==> src/rtl/serial_adder.sv <==
// Bit-serial adder: one full-adder cell and a carry flop process the operands
// LSB-first, one bit per clock, behind a start/busy/done handshake.
module serial_adder #(
    parameter int unsigned WIDTH = 8
) (
    input  logic             i_clk,
    input  logic             i_rst,
    input  logic             i_start,
    input  logic [WIDTH-1:0] i_a,
    input  logic [WIDTH-1:0] i_b,
    input  logic             i_cin,
    output logic             o_busy,
    output logic             o_done,
    output logic [WIDTH-1:0] o_sum,
    output logic             o_cout
);

    localparam int unsigned    CntW    = $clog2(WIDTH + 1);
    localparam logic [CntW-1:0] LastCnt = CntW'(WIDTH - 1);

    typedef enum logic [1:0] {
        StIdle,
        StShift,
        StDone
    } state_t;

    state_t            r_state;
    state_t            w_state_next;
    logic [WIDTH-1:0]  r_sa;
    logic [WIDTH-1:0]  r_sb;
    logic [WIDTH-1:0]  r_sr;
    logic [WIDTH-1:0]  r_sum;
    logic              r_c;
    logic              r_cout;
    logic [CntW-1:0]   r_cnt;

    logic              w_bit;
    logic              w_carry;
    logic              w_last;
    logic [WIDTH-1:0]  w_sr_next;

    // Full-adder cell on the current LSBs; new bit enters the result at the MSB end
    always_comb begin
        w_bit     = r_sa[0] ^ r_sb[0] ^ r_c;
        w_carry   = (r_sa[0] & r_sb[0]) | (r_sa[0] & r_c) | (r_sb[0] & r_c);
        w_last    = (r_cnt == LastCnt);
        w_sr_next = (r_sr >> 1) | (WIDTH'(w_bit) << (WIDTH - 1));
    end

    // Next-state logic: IDLE -> SHIFT on start, SHIFT -> DONE after the last bit, DONE -> IDLE
    always_comb begin
        w_state_next = r_state;
        unique case (r_state)
            StIdle:  if (i_start) w_state_next = StShift;
            StShift: if (w_last)  w_state_next = StDone;
            StDone:  w_state_next = StIdle;
            default: w_state_next = StIdle;
        endcase
    end

    // State register
    always_ff @(posedge i_clk or posedge i_rst) begin
        if (i_rst) begin
            r_state <= StIdle;
        end else begin
            r_state <= w_state_next;
        end
    end

    // Datapath: capture operands on start, step one bit per SHIFT cycle, publish on the last step
    always_ff @(posedge i_clk or posedge i_rst) begin
        if (i_rst) begin
            r_sa   <= '0;
            r_sb   <= '0;
            r_sr   <= '0;
            r_c    <= 1'b0;
            r_cnt  <= '0;
            r_sum  <= '0;
            r_cout <= 1'b0;
        end else if (r_state == StIdle) begin
            if (i_start) begin
                r_sa  <= i_a;
                r_sb  <= i_b;
                r_c   <= i_cin;
                r_sr  <= '0;
                r_cnt <= '0;
            end
        end else if (r_state == StShift) begin
            r_sa  <= r_sa >> 1;
            r_sb  <= r_sb >> 1;
            r_c   <= w_carry;
            r_sr  <= w_sr_next;
            r_cnt <= r_cnt + CntW'(1);
            // sum/cout only ever change here, so they never show partial results
            if (w_last) begin
                r_sum  <= w_sr_next;
                r_cout <= w_carry;
            end
        end
    end

    assign o_busy = (r_state == StShift);
    assign o_done = (r_state == StDone);
    assign o_sum  = r_sum;
    assign o_cout = r_cout;

endmodule

==> config.mk <==
export PLATFORM = sky130hd
export DESIGN_NAME = serial_adder
export DESIGN_NICKNAME = d
export VERILOG_FILES = /design/src/rtl/serial_adder.sv
export SDC_FILE = /design/constraint.sdc
export NUM_CORES = 1
export LEC_CHECK = 0
export CORE_MARGIN = 2
export CORE_UTILIZATION = 46
export CTS_CLUSTER_SIZE = 24
export DETAILED_ROUTE_END_ITERATION = 8
export HOLD_SLACK_MARGIN = 0.12
export PLACE_DENSITY_LB_ADDON = 0.2
export SYNTH_ARGS = -nofsm -noshare
export SYNTH_HDL_FRONTEND = slang
export SYNTH_SLANG_ARGS = --single-unit
export TNS_END_PERCENT = 20
==> constraint.sdc <==
create_clock -name i_clk -period 1.5 [get_ports i_clk]
set_input_delay 0.3 -clock i_clk [delete_from_list [all_inputs] [get_ports i_clk]]
set_output_delay 0.3 -clock i_clk [all_outputs]
set_load 0.02 [all_outputs]
==> results of run 1 <==
[layout make-up]
| cell class | count | area [µm²] | share of cell area, % |
|---|---|---|---|
| clock buffers | 8 | 68.8 | 3.07 |
| inverters | 2 | 7.51 | 0.335 |
| multi-input cells | 83 | 647 | 28.9 |
| flip-flops and latches | 39 | 976 | 43.6 |
| well taps | 46 | 57.6 | 2.57 |
| repair buffers | 54 | 483 | 21.6 |
[metrics by stage]
step | area (µm²) | setup slack, ns | hold slack (ns) | utilization, %
final | 2240 | -0.0536 | 0.352 | 66.6
after global routing | 2240 | -0.0989 | 0.367 | 66.6
after CTS | 2160 | -0.0247 | 0.368 | 64.3
after detailed placement | 2060 | -0.0819 | 0.472 | 61.3
after global placement | 2060 | -0.0592 | 0.461 | 61.3
after floorplan | 1630 | 0.0838 | 0.433 | -
[cells by family after synthesis]
| logic type | count (synthesis) | synth area share [%] |
|---|---|---|
| compound gates | 45 | 19.0 |
| flops | 39 | 59.9 |
| simple gates | 25 | 7.37 |
| buf+inv | 13 | 4.22 |
| mux | 11 | 7.53 |
| fa+ha+maj | 2 | 2.00 |
[cell usage in the layout, fill, tap and decap left out, drive strengths merged, types with 2 or more instances in the layout]
cell type	netlist	routed
o21ai	15	15
clkdlybuf4s50	0	19
dfrtp	39	39
a22o	11	11
clkbuf	3	8
buf	8	26
a21oi	2	2
mux2	10	10
nand2	16	16
dlygate4sd2	0	9
inv	2	2
nor2b	3	3
a22oi	15	15
[power breakdown]
group / leakage [nW] / switching, mW / internal (mW)
Clock: 0.0386 / 0.312 / 0.276
Combinational: 0.497 / 0.738 / 0.930
Sequential: 0.509 / 0.249 / 1.43
Total: 1.04 / 1.30 / 2.64
[final timing paths]
kind                                 startpoint                    to  depth (start not counted)
max                        r_cnt[1]$_DFFE_PP0P_  o_sum[4]$_DFFE_PP0P_                          5
min                                       i_rst  r_cnt[1]$_DFFE_PP0P_                          3
max reg2reg                r_cnt[1]$_DFFE_PP0P_  o_sum[4]$_DFFE_PP0P_                          5
min reg2reg                 r_sb[1]$_DFFE_PP0P_   r_sb[1]$_DFFE_PP0P_                          2
max in group asynchronous                 i_rst   r_sb[1]$_DFFE_PP0P_                          3
min in group i_clk          r_sb[1]$_DFFE_PP0P_   r_sb[1]$_DFFE_PP0P_                          2
[routing by layer]
| metal | global-route usage [%] | up-vias | wire length (µm) |
|---|---|---|---|
| met2 | 30.7 | 47 | 1710 |
| li1 | - | 588 | - |
| met3 | 4.11 | 8 | 158 |
| met4 | 7.07 | 0 | 70 |
| met5 | 0 | - | 0 |
| met1 | 22.3 | 612 | 1340 |
[cell usage after synthesis (all sizes together)]
cell type	number	share of area, %
a211oi	1	0.46
a21oi	2	0.61
a22o	11	5.9
a22oi	15	6.9
and2b	1	0.46
buf	8	3.0
clkbuf	3	0.77
dfrtp	39	60
fa	1	1.2
ha	1	0.77
inv	2	0.46
mux2	10	6.9
mux2i	1	0.61
nand2	16	3.7
nand2b	1	0.38
nand3	1	0.31
nand4	1	0.38
nor2	1	0.23
nor2b	3	1.2
nor3b	1	0.77
o21ai	15	4.6
o21bai	1	0.46
[state kept, by name, summed over array words and instances, names as in the netlist]
| register | flops |
|---|---|
| r_sr | 7 |
| r_cnt | 4 |
| o_cout | 1 |
| o_sum | 8 |
| r_sa | 8 |
| r_c | 1 |
| r_sb | 8 |
| r_state | 2 |
[worst register-to-register path: stages, from the launching register on]
cell     delay [ns]
dfrtp_1        0.38
ha_2           0.21
nand2_4        0.06
nor3b_4        0.30
buf_6          0.19
mux2_4         0.30
[timing repair]
action,in CTS,in global routing
endpoints found under the setup margin,20,17
cloned,1,0
setup buffers,4,3
gates resized for setup,23,13
pin swaps,3,2
==> impl_metrics.env, run 1 <==
export IMPL_status="complete, but fails checks"
export IMPL_violations="negative setup slack"
export IMPL_cts_tree="built"
export IMPL_hp_class="in2async"
export IMPL_ys_seq_area_share_pct=59.9
export IMPL_worst_slack_ns=-0.0536
export IMPL_synthesis_area_um2=1630
export IMPL_dp_cells=216
export IMPL_grt_max_degree=40
export IMPL_worstPathArrival_ns=1.77
export IMPL_die_w_um=63.5
export IMPL_cts_max_level=2
export IMPL_grtUsageTotal_pct=18.0
export IMPL_path_cells="ha_2 > nand2_4 > nor3b_4 > buf_6 > mux2_4"
export IMPL_synth_seq_cells=39
export IMPL_cp_slowest_cell="dfrtp_1"
export IMPL_worst_pin_slew_ns=0.281
export IMPL_slowest_delay_ns=0.38
export IMPL_drv_slew=0
export IMPL_powerDensity_nw_per_um2=1760
export IMPL_rrSetupSlack_ns=-0.05
export IMPL_antennaDiodeCount=0
export IMPL_die_area_um2=4030
export IMPL_cp_num_buf_inv=1
export IMPL_min_period_over_period_pct=104
export IMPL_finalNonFillerCells=232
export IMPL_postRouteAntennaNets=0
export IMPL_vias_per_cell=5.41
export IMPL_syn_to_final_growth_pct=37.5
export IMPL_cts_sinks=39
export IMPL_overflow=0
export IMPL_rsz0062_at_grt="true"
export IMPL_max_slew_margin_pct=81.3
export IMPL_setup_violations=9
export IMPL_drive_gt1_share_pct=25.8
export IMPL_skew_ns=0.00607
export IMPL_clkLatencyLatePin_ns=0.32
export IMPL_grt_pass1_vias=1259
export IMPL_start_kind="register"
export IMPL_syn_area_per_cell_um2=12.1
export IMPL_pin_count=31
export IMPL_num_rows=21
export IMPL_antenna_found_initial=0
export IMPL_io_buffers=30
export IMPL_cap_violations=0
export IMPL_worst_path_max_fanout=5
export IMPL_leakagePower_nw=1.04
export IMPL_yosysWarnings=0
export IMPL_ir_drop_mv=0.869
export IMPL_clock_fmax_ghz=0.644
export IMPL_final_nets=207
export IMPL_hold_violations=0
export IMPL_post_drt_wl_per_cell_um=14.1
export IMPL_numCtsBuffers=5
export IMPL_crit_required_ns=1.71
export IMPL_clk_pin_slew_worst_paths_ns=0.11
export IMPL_cp_end_kind="register"
export IMPL_hold_buffers=0
export IMPL_hpwl_mm=2.20
export IMPL_drcViolationCount=0
export IMPL_crit_family="flip-flops"
export IMPL_post_route_min_period_ns=1.55
export IMPL_drt_wl_total_mm=3.28
export IMPL_gp_congestion=0.725
export IMPL_synth_cells=135
export IMPL_fillers=299
export IMPL_core_area_um2=3360
export IMPL_initial_core_util_pct=48.4
export IMPL_fp_dieH_um=63.5
export IMPL_fin_setup_tns_ns=-0.412
export IMPL_synth_cell_type_count=26
export IMPL_cts_buffer_depth=2
export IMPL_first_pass_iters=4
export IMPL_total_power_mw=3.94
export IMPL_synth_fp_nets=157
export IMPL_num_vias=1255
export IMPL_path_class="reg2reg"
export IMPL_grt_first_pass_wirelength_mm=5.71
export IMPL_first_iter_violations=65
export IMPL_cts_root_buf="clkbuf_4"
No activity file was read; power rests on OpenSTA's default activity.
==> run 2, diff against run 1 <==
- CTS_CLUSTER_DIAMETER: unset -> 60
- PLACE_DENSITY: unset -> 0.82
- PLACE_DENSITY_LB_ADDON: 0.2 -> unset
==> run 2 against run 1 <==
Compared with the run above: the flow still finishes with violations (negative setup slack); worst setup slack improved by 0.0071 ns; power is 3.9% lower; maximum frequency is 0.46% higher; critical path type unchanged; register-to-register slack about the same; critical path depth shrank 1; critical endpoint is now o_sum[2]$_DFFE_PP0P_.
==> impl_metrics.env, run 2 (synthesized netlist as in run 1, its figures left out) <==
export IMPL_hold_buffers=0
export IMPL_path_class="reg2reg"
export IMPL_io_buffers=30
export IMPL_cts_root_buf="clkbuf_4"
export IMPL_drt_wl_total_mm=3.51
export IMPL_reg2reg_to="o_sum[2]$_DFFE_PP0P_"
export IMPL_max_slew_margin_pct=82.9
export IMPL_r2r_cells=4
export IMPL_gp_congestion=0.748
export IMPL_core_area_um2=3360
export IMPL_violations="negative setup slack"
export IMPL_antenna_found_initial=0
export IMPL_syn_to_final_growth_pct=33.9
export IMPL_drv_slew=0
export IMPL_fp_dieH_um=63.5
export IMPL_worst_pin_slew_ns=0.256
export IMPL_fin_setup_tns_ns=-0.0840
export IMPL_skew_ns=0.00869
export IMPL_final_cell_mix="dfrtp_1 (39), clkdlybuf4s50_1 (19)"
export IMPL_crit_required_ns=1.72
export IMPL_status="complete, but fails checks"
export IMPL_first_iter_violations=72
export IMPL_drive_gt1_share_pct=23.5
export IMPL_leakagePower_nw=1.01
export IMPL_postRouteAntennaNets=0
export IMPL_ir_drop_mv=0.609
export IMPL_overflow=0
export IMPL_cap_violations=0
export IMPL_final_nets=202
export IMPL_hold_violations=0
export IMPL_drcViolationCount=0
export IMPL_first_pass_iters=4
export IMPL_num_rows=21
export IMPL_rsz0062_at_grt="true"
export IMPL_num_vias=1253
export IMPL_post_drt_wl_per_cell_um=15.6
export IMPL_setup_violations=2
export IMPL_grt_max_degree=40
export IMPL_worstPathArrival_ns=1.77
export IMPL_cts_sinks=39
export IMPL_clk_pin_slew_worst_paths_ns=0.10
export IMPL_worst_slack_ns=-0.0465
export IMPL_finalNonFillerCells=225
export IMPL_min_period_over_period_pct=103
export IMPL_powerDensity_nw_per_um2=1730
export IMPL_hp_class="in2async"
export IMPL_start_kind="register"
export IMPL_die_area_um2=4030
export IMPL_whs_ns=0.313
export IMPL_pin_count=31
export IMPL_worstSetupStartpoint="r_state[1]$_DFFE_PP0P_"
export IMPL_clkLatencyLatePin_ns=0.34
export IMPL_final_common_cell="dfrtp_1"
export IMPL_cp_end_kind="register"
export IMPL_cts_tree="built"
export IMPL_grtUsageTotal_pct=18.3
export IMPL_dp_cells=216
export IMPL_cts_max_level=2
export IMPL_clock_fmax_ghz=0.647
export IMPL_total_power_mw=3.78
export IMPL_antennaDiodeCount=0
export IMPL_initial_core_util_pct=48.4
export IMPL_grt_pass1_vias=1275
export IMPL_cts_buffer_depth=2
export IMPL_reg2reg_from="r_state[1]$_DFFE_PP0P_"
export IMPL_dp_slack_ns=-0.178
export IMPL_grt_first_pass_wirelength_mm=5.63
export IMPL_worst_path_max_fanout=5
export IMPL_numCtsBuffers=5
export IMPL_vias_per_cell=5.57
export IMPL_hpwl_mm=2.45
export IMPL_post_route_min_period_ns=1.55
export IMPL_die_w_um=63.5
export IMPL_rrSetupSlack_ns=-0.05
## run 2: where the power goes
part	switching, mW	total (mW)	internal, mW	leakage, nW
Clock	0.304	0.471	0.167	0.0242
Combinational	0.748	1.61	0.864	0.473
Sequential	0.266	1.70	1.43	0.509
## run 2: worst max-delay path by stage
stage                                 to  slack [ns]  cells after the start
global placement     r_sb[7]$_DFFE_PP0P_       -0.03                      5
CTS                 o_sum[2]$_DFFE_PP0P_       -0.04                      4
global route        o_sum[1]$_DFFE_PP0P_        -0.1                      4
detailed placement   r_sa[7]$_DFFE_PP0P_       -0.18                      5
finish              o_sum[2]$_DFFE_PP0P_       -0.05                      4
floorplan             o_cout$_DFFE_PP0P_        0.08                      5
## run 2: repair_timing
action | CTS | global route
buffers inserted | 0 | 2
endpoints found under the setup margin | 20 | 13
pin swaps | 0 | 3
gates cloned | 0 | 1
hold endpoints to repair | 0 | 0
resized for setup | 16 | 17
## run 2: per-stage QoR
step	util, %	cell area [µm²]
floorplan	-	1630
global placement	61.7	2070
detailed placement	61.7	2070
CTS	62.5	2100
global route	64.8	2180
finish	64.8	2180
## run 2: worst max-delay path, stage by stage, from the launching register on
cell and delay, ns:
dfrtp_1 0.41, and2b_2 0.24, nor3b_4 0.27, buf_6 0.18, mux2_2 0.34
## run 2: routing by layer
| metal | global-route usage [%] | vias to the layer above | part of all wire (%) |
|---|---|---|---|
| li1 | - | 572 | - |
| met1 | 19.5 | 630 | 40 |
| met2 | 32.6 | 41 | 53 |
| met3 | 5.71 | 10 | 4.8 |
| met4 | 8.70 | 0 | 2.3 |
| met5 | 0 | - | 0 |
## run 2: layout make-up
| class | instances | area, µm² |
|---|---|---|
| Clock buffer | 6 | 41.3 |
| Inverter | 2 | 7.51 |
| Timing Repair Buffer | 49 | 454 |
| Sequential cell | 39 | 976 |
| Tap cell | 46 | 57.6 |
| Multi-Input combinational cell | 83 | 644 |
| Fill cell | 304 | 1180 |
